==> config.mk <==
export PLATFORM = sky130hd
export DESIGN_NAME = store_commit_drain
export DESIGN_NICKNAME = d
export VERILOG_FILES = /design/src/rtl/store_commit_drain_pkg.sv /design/src/rtl/store_drain_align.sv /design/src/rtl/store_commit_drain.sv
export SDC_FILE = /design/constraint.sdc
export NUM_CORES = 2
export LEC_CHECK = 0
export BUFFER_PORTS_ARGS = -buffer_cell sky130_fd_sc_hd__clkbuf_2
export CELL_PAD_IN_SITES_DETAIL_PLACEMENT = 1
export CELL_PAD_IN_SITES_GLOBAL_PLACEMENT = 1
export CORE_UTILIZATION = 45
export CTS_CLUSTER_SIZE = 14
export DETAILED_ROUTE_END_ITERATION = 10
export PLACE_DENSITY_LB_ADDON = 0.1
export SLEW_MARGIN = 10
export SYNTH_ARGS = -nofsm -noshare
export SYNTH_HDL_FRONTEND = slang
export SYNTH_SLANG_ARGS = --single-unit
==> constraint.sdc <==
create_clock -name clk -period 10.05 [get_ports clk]
set_clock_uncertainty 0.1 [all_clocks]
set_input_delay 0.5025 -clock clk [delete_from_list [all_inputs] [get_ports clk]]
set_output_delay 0.5025 -clock clk [all_outputs]
set_load 0.05 [all_outputs]
==> src/rtl/store_commit_drain_pkg.sv <==
// Shared types for the committed-store drain stage: the buffered entry format
// and the store size encodings coming from the store queue.
package store_commit_drain_pkg;

    localparam int SD_PADDR_SIZE = 32;
    localparam int SD_BYTE_W     = 2;
    localparam int SD_MASK_W     = 1 << SD_BYTE_W;

    localparam logic [1:0] STORE_SIZE_B = 2'd0;
    localparam logic [1:0] STORE_SIZE_H = 2'd1;
    localparam logic [1:0] STORE_SIZE_W = 2'd2;

    typedef struct packed {
        logic [SD_PADDR_SIZE-SD_BYTE_W-1:0] addr;
        logic [SD_MASK_W-1:0]               mask;
        logic [31:0]                        data;
    } StoreDrainEntry;

endpackage

==> src/rtl/store_drain_align.sv <==
// Converts one store (byte address, size, right-justified data) into a word
// address, byte mask and lane-aligned data. Purely combinational.
module store_drain_align
    import store_commit_drain_pkg::*;
(
    input  logic [SD_PADDR_SIZE-1:0] paddr,
    input  logic [1:0]               size,
    input  logic [31:0]              data,
    output StoreDrainEntry           entry
);

    logic [1:0] offset;
    assign offset = paddr[1:0];

    // Offset bits a size does not use are ignored; size 3 falls through to word.
    always_comb begin
        entry.addr = paddr[SD_PADDR_SIZE-1:SD_BYTE_W];
        case (size)
            STORE_SIZE_B: begin
                entry.mask = 4'b0001 << offset;
                entry.data = data << {offset, 3'b000};
            end
            STORE_SIZE_H: begin
                entry.mask = 4'b0011 << {offset[1], 1'b0};
                entry.data = data << {offset[1], 4'b0000};
            end
            default: begin
                entry.mask = 4'hf;
                entry.data = data;
            end
        endcase
    end

endmodule

==> src/rtl/store_commit_drain.sv <==
// In-order drain between the store queue commit port and the store commit
// buffer: aligns up to PIPE stores per cycle, buffers them, presents oldest-first.
module store_commit_drain
    import store_commit_drain_pkg::*;
#(
    parameter int DEPTH      = 8,
    parameter int PIPE       = 2,
    parameter int PADDR_SIZE = SD_PADDR_SIZE,
    parameter int BYTE_W     = SD_BYTE_W
) (
    input  logic                                    clk,
    input  logic                                    rst,
    input  logic [PIPE-1:0]                         in_valid,
    input  logic [PIPE-1:0][PADDR_SIZE-1:0]         in_paddr,
    input  logic [PIPE-1:0][1:0]                    in_size,
    input  logic [PIPE-1:0][31:0]                   in_data,
    output logic                                    in_ready,
    output logic [PIPE-1:0]                         out_en,
    output logic [PIPE-1:0][PADDR_SIZE-BYTE_W-1:0]  out_addr,
    output logic [PIPE-1:0][(1<<BYTE_W)-1:0]        out_mask,
    output logic [PIPE-1:0][31:0]                   out_data,
    input  logic                                    sc_conflict,
    output logic                                    drained,
    output logic [$clog2(DEPTH):0]                  occupancy
);

    localparam int PW = $clog2(DEPTH);
    localparam int CW = PW + 1;

    logic [PW-1:0]  wptr;
    logic [PW-1:0]  rptr;
    logic [CW-1:0]  push_cnt;
    logic [CW-1:0]  pop_cnt;
    logic [CW:0]    occ_next;

    StoreDrainEntry mem     [DEPTH];
    StoreDrainEntry aligned [PIPE];
    StoreDrainEntry out_q   [PIPE];

    // Registered occupancy only: a pop in this cycle cannot open room for a push.
    assign in_ready = (CW'(DEPTH) - occupancy) >= CW'(PIPE);
    assign drained  = (occupancy == '0) && !(|out_en);

    always_comb begin
        push_cnt = '0;
        for (int i = 0; i < PIPE; i++) begin
            if (in_ready && in_valid[i]) push_cnt = push_cnt + CW'(1);
        end
    end

    always_comb begin
        pop_cnt = '0;
        if (!sc_conflict) pop_cnt = (occupancy < CW'(PIPE)) ? occupancy : CW'(PIPE);
    end

    assign occ_next = {1'b0, occupancy} + {1'b0, push_cnt} - {1'b0, pop_cnt};

    // Lanes are contiguous from lane 0, so lane i lands at wptr+i.
    always_ff @(posedge clk) begin
        for (int i = 0; i < PIPE; i++) begin
            if (in_ready && in_valid[i]) mem[wptr + PW'(i)] <= aligned[i];
        end
    end

    always_ff @(posedge clk or negedge rst) begin
        if (!rst) begin
            wptr      <= '0;
            rptr      <= '0;
            occupancy <= '0;
            out_en    <= '0;
            for (int i = 0; i < PIPE; i++) out_q[i] <= '0;
        end else begin
            wptr      <= wptr + PW'(push_cnt);
            occupancy <= occ_next[CW-1:0];
            if (!sc_conflict) begin
                rptr <= rptr + PW'(pop_cnt);
                for (int i = 0; i < PIPE; i++) begin
                    if (CW'(i) < occupancy) begin
                        out_en[i] <= 1'b1;
                        out_q[i]  <= mem[rptr + PW'(i)];
                    end else begin
                        out_en[i] <= 1'b0;
                        out_q[i]  <= '0;
                    end
                end
            end
        end
    end

    for (genvar g = 0; g < PIPE; g++) begin : g_lane
        store_drain_align u_align (
            .paddr (in_paddr[g]),
            .size  (in_size[g]),
            .data  (in_data[g]),
            .entry (aligned[g])
        );

        assign out_addr[g] = out_q[g].addr;
        assign out_mask[g] = out_q[g].mask;
        assign out_data[g] = out_q[g].data;

        a_size_legal: assert property (@(posedge clk) disable iff (!rst)
            (in_ready && in_valid[g]) |-> (in_size[g] != 2'd3));
    end

    a_no_overflow: assert property (@(posedge clk) disable iff (!rst)
        occ_next <= (CW+1)'(DEPTH));

endmodule

# Word-level counts from Yosys, hierarchy flattened
# Memory sizes are Yosys's and may differ from the RTL's.
# Index checks and enable logic that the tools add are counted.
[totals]
reg_bits = 144
ramBits = 528
output_inout_bits = 140
word_cells = 55
memories = 1
[mem_list]
columns = ["name", "words", "width", "read_ports", "rd_clocked_by_memory_dff", "write_ports", "line", "source"]
rows = [
  ["mem", 8, 66, 2, 0, 2, "store_commit_drain.sv:36", "StoreDrainEntry mem [DEPTH];"],
]
[op_classes]
addsub = 8
n_lt_le_gt_ge = 4
n_eq_ne = 2
shifts = 8
muxes = 14
n_reduce_logical = 8
[ops]
columns = ["operator", "n"]
rows = [
  ["$pmux 36 s2", 2],
  ["$mux 66", 2],
  ["$shl 32x5->32", 4],
  ["$mux 4", 3],
  ["$lt 1x4->1 const A", 2],
  ["$shl 1x2->4 const A", 2],
  ["$shl 2x2->4 const A", 2],
  ["$mux 1", 7],
  ["$add 3x1->3 const B", 2],
  ["$add 3x3->3", 2],
  ["$add 4x1->4 const B", 1],
  ["$add 4x4->4", 1],
  ["$eq 2x1->1 const B", 2],
  ["$ge 4x2->1 const B", 1],
  ["$logic_not 2->1", 2],
  ["$logic_not 4->1", 1],
  ["$lt 4x2->1 const B", 1],
  ["$sub 4x4->4", 1],
  ["$sub 4x4->4 const A", 1],
  ["$logic_and 1x1->1", 3],
  ["$reduce_or 2->1", 1],
  ["$logic_not 1->1", 1],
]

# Logic depth before layout (Yosys ltp)
[depth]
ltp_word = 8
depth_mapped = 14

# Modules after synthesis
# From an unflattened synthesis, not the netlist that was laid out.
[hier_totals]
hier_cells = 2597
hier_area_um2 = 37657.4
[by_module_without_submodules]
columns = ["mod", "n_inst", "cells_per_inst", "area_each_um2", "seq_area_each_um2"]
rows = [
  ["store_commit_drain", 1, 2273, 35355.2, 19458.7],
  ["store_drain_align", 2, 162, 1151.1, 0.0],
]

# Worst setup path after synthesis
# OpenSTA, ideal clock, no wires.
[synth_timing]
path_kind = "reg-to-reg"
start = "register occupancy[1]"
end = "memory mem[4][0] (netlist bit), enable pin"
setup_time_ns = 0.581
arrival_time_ns = 6.703
t_required_ns = 9.369
path_slack_ns = 2.666
stages_incl_launch_ff = 7
n_path_buf = 0
cell_sequence = "dfrtp_1 -> inv_1 -> ha_1 -> nor2b_1 -> a21oi_4 -> o21ai_0 -> o21ai_0"
[synth_rtl]
columns = ["element", "line", "source"]
rows = [
  ["start: declaration", "store_commit_drain.sv:24", "output logic [$clog2(DEPTH):0] occupancy"],
  ["start signal: assignment", "store_commit_drain.sv:74", "occupancy <= occ_next[CW-1:0];"],
  ["end: declaration", "store_commit_drain.sv:36", ""],
]

==> results.rst <==
.. list-table::
   :header-rows: 1

   * - Metric
     - Value
   * - Longest Clk Path Bufs
     - 3
   * - Number of buffers added to fix hold violations after cts
     - 1
   * - Fin Hold WS
     - 180 ps
   * - Slew Limit Headroom
     - 20.4%
   * - Fraction of synthesis flops using an asynchronous set or reset pin
     - 21.4%
   * - Endpoint of the most critical register-to-register path
     - mem[3][9]
   * - Status
     - completed
   * - Cts repair resizes
     - 0
   * - Cell area power density
     - 367 nW/um^2
   * - Number of top-level design ports
     - 277
   * - Area growth, synth to finish
     - 12.1%
   * - Setup slack on the worst flop-to-flop path
     - 5780 ps
   * - Startpoint type of the worst setup path
     - flop
   * - Cell row count
     - 104
   * - Number of antenna violations at the first check in global routing
     - 4
   * - Standard cell core area
     - 80,900 sq um
   * - Cells taking the most area after synthesis
     - edfxtp_1, mux4_2, mux2_2
   * - Final wirelength
     - 124 mm
   * - Global-route wire length before repair
     - 180 mm
   * - DRC marker count from the first detailed-route iteration
     - 2,085
   * - Post-synthesis net count
     - 2,655
   * - Cell repeated most along the worst path
     - buf_4
   * - Initial cell density of the core
     - 45.8%
   * - Crit Reg-Reg Startpoint
     - occupancy[1]
   * - Leading cell types by count after synthesis
     - edfxtp_1, mux2_2, mux2i_1, nand2_1, mux4_2
   * - Die Width
     - 289 um
   * - Count of endpoints failing setup in the final report
     - 0
   * - Final critical delay including setup and external delays
     - 4270 ps
   * - Share of synthesized area occupied by flip-flops and latches
     - 52.5%
   * - Mux contribution to synthesized area
     - 31.7%
   * - Summed negative setup slack over all endpoints
     - 0 ps
   * - Worst-Skew Late Latency
     - 630 ps
   * - Final period util
     - 42.5%
   * - Detail-routed via count per cell
     - 6.42
   * - Most common cell in the netlist
     - edfxtp_1
   * - Termination of the worst setup path
     - mem[3][9]
   * - CTS Root Buffer Type
     - clkbuf_16
   * - Setup Buffers After CTS
     - 0
   * - Library cell occupying the most area in the post-synthesis netlist
     - edfxtp_1
   * - Main combinational cell family by area after synthesis
     - multiplexers
   * - DRC viols
     - 0
   * - Simple-gate share of the synthesized area
     - 4.75%
   * - Nature of the critical path endpoint
     - flop
   * - Sink count of the clock tree
     - 672
   * - DP HPWL
     - 72.8 mm
   * - Crit-path max cell delay
     - 920 ps
   * - Share of layout cells above drive strength 1
     - 37.4%
   * - Synthesized flop and latch total
     - 672
   * - GP Congestion
     - 0.881
   * - Post-synth cell types
     - 45
   * - Number of cells produced by synthesis
     - 2,502
   * - List of cells traversed by the critical path
     - inv_1 > ha_1 > nor2b_1 > a21oi_4 > o21ai_0 > buf_4 > o21ai_4 > buf_4
   * - Worst setup path class
     - flop to flop
   * - Number of enable-type register cells in the synthesized netlist
     - 528
   * - Achievable clock frequency
     - 0.234 GHz
   * - Count of H-tree levels built during CTS
     - 3
   * - Residual overflow from global routing
     - 0
   * - Maximum ir drop on the vdd rail
     - 0.000284 V
   * - Post-Syn Area
     - 37,000 sq um
   * - Adder and majority cell fraction of the synthesized area
     - 0.622%
   * - Count of yosys warnings during synthesis
     - 0
   * - Worst hold-check path type
     - input pin to flop
   * - Share of the synthesized area in compound gates (AO/OA/AOI/OAI)
     - 6.69%
   * - Number of cells traversed by the worst register-to-register path
     - 8
   * - Worst Min Path Start
     - in_paddr[10]
   * - Leading register cell type out of synthesis
     - edfxtp_1
   * - Clock transition at the registers of the reported paths
     - 60 ps
   * - Total CTS buffers
     - 76
   * - Final max-slew violation count
     - 0
   * - Highest routing layer actually used
     - met5
   * - Average detailed-routed wire length per instance
     - 32.4 um
   * - Worst Path Max Fanout
     - 47
   * - Detailed-routed wire length on met2
     - 61.7 mm
   * - Vias in the first global route
     - 26.3k
   * - Standard cell with the maximum stage delay on the critical path
     - buf_4
   * - Pin count of the biggest net entering global routing
     - 150
   * - Count of TritonRoute iterations in the first routing pass
     - 6
   * - # nets final
     - 2,852
   * - Leakage power of the design
     - 16.8 nW
   * - Worst slew pin tran
     - 1190 ps
   * - Hold Violations, Final
     - 0
   * - Critical path launch point
     - occupancy[1]
   * - TritonCTS clock tree
     - yes
   * - Setup repair after global routing missed its margin
     - false
   * - Synthesized-area fraction occupied by xor and xnor cells
     - 0.166%
   * - Total die area
     - 83,400 sq um
   * - Post-Synthesis Mean Instance Area
     - 14.8 sq um
   * - Count of vias placed by the detailed router
     - 24.5k
   * - Arrival time at the worst endpoint
     - 4410 ps
   * - Height of the die
     - 289 um
   * - Routed met3 length
     - 7.63 mm
   * - Area fraction of the dominant cell type after synthesis
     - 42.8%
   * - Met1 WL
     - 51.7 mm
   * - Required arrival time at the worst endpoint
     - 10,190 ps
   * - Number of I/O port buffers
     - 276
   * - Remaining antenna violation count
     - 0
   * - GRT Util Overall
     - 29.7%
   * - Number of max-capacitance violations reported
     - 0
[cells in the final DEF, fill, tap and decap left out, types with 13 or more instances in the layout]
cell | synthesis | layout
edfxtp_1 | 528 | 528
mux2_2 | 344 | 344
mux2i_1 | 305 | 305
clkbuf_2 | 1 | 274
nand2_1 | 221 | 219
mux4_2 | 198 | 198
dfrtp_1 | 144 | 141
a22oi_1 | 82 | 82
clkbuf_16 | 0 | 78
o22ai_1 | 66 | 66
o31ai_1 | 66 | 66
nor2_1 | 61 | 61
buf_4 | 0 | 50
nor2b_1 | 34 | 34
mux2_1 | 30 | 30
clkbuf_1 | 106 | 28
o21ai_0 | 28 | 20
inv_1 | 19 | 19
a31oi_1 | 17 | 17
or4b_2 | 16 | 16
a221o_1 | 16 | 16
nor4bb_1 | 16 | 16
a2bb2oi_1 | 16 | 16
a22o_1 | 16 | 16
clkinv_2 | 0 | 13
[state kept, by name, indices dropped and copies added, names as in the netlist]
register	count
rptr	3
wptr	3
mem	528
out_mask	8
out_addr	60
out_data	64
out_en	2
occupancy	4
[through the flow]
step	cells	power (W)	setup WS (ps)	instance area [sq um]	util [%]
final	3824	0.0152	5780	41500	51.3
after global routing	3824	0.0159	5480	41500	51.3
after CTS	3823	0.0153	5730	41500	51.3
after detailed placement	3680	0.0125	5770	39000	48.2
after global placement	3680	0.0123	5810	39000	48.2
after floorplan	2502	0.0104	2670	37000	-
[final cells by class]
class	count	area, sq um
Clock buffer	117	2210
Clock inverter	25	251
Tap cell	1060	1330
Antenna cell	1	2.50
Timing Repair Buffer	328	1800
Multi-Input combinational cell	1602	16400
Inverter	19	71.3
Fill cell	7922	39400
Sequential cell	672	19500
[per-layer routing]
layer,up-vias,global-route usage (%)
met1,13100,40.0
met4,2,7.64
met5,-,0
met3,173,4.08
met2,892,50.6
li1,10400,-
[where the power goes]
group | switching (W) | total [W] | internal (W)
clock | 0.00116 | 0.00279 | 0.00162
combinational | 0.00457 | 0.00738 | 0.00281
sequential | 0.000704 | 0.00508 | 0.00437
[worst max-delay path: cells and delay by family (launching register included)]
family	cells	cell delay, ps
AND/OR/NAND/NOR	1	180
buffers and inverters	3	1270
AO/OA/AOI/OAI	3	1590
adder cells (fa/ha/maj)	1	230
flip-flops	1	450
[cell families after synthesis]
group                      after synthesis
adders and majority gates               16
buffers and inverters                  228
muxes                                  877
AOI/OAI and AO/OA                      330
and+or+nand+nor                        372
DFF                                    672
xor gates and xnor gates                 7
[how the worst min path moves through the flow]
stage,end,slack [ps],cells past startpoint
2_1_floorplan,occupancy[0],110,0
3_3_place_gp,out_addr[43],350,2
3_5_place_dp,out_addr[43],360,2
4_1_cts,mem[5][41],150,2
5_1_grt,mem[5][41],180,2
6_report,mem[0][44],180,2
Note: power is estimated with default switching activity, not from simulation.
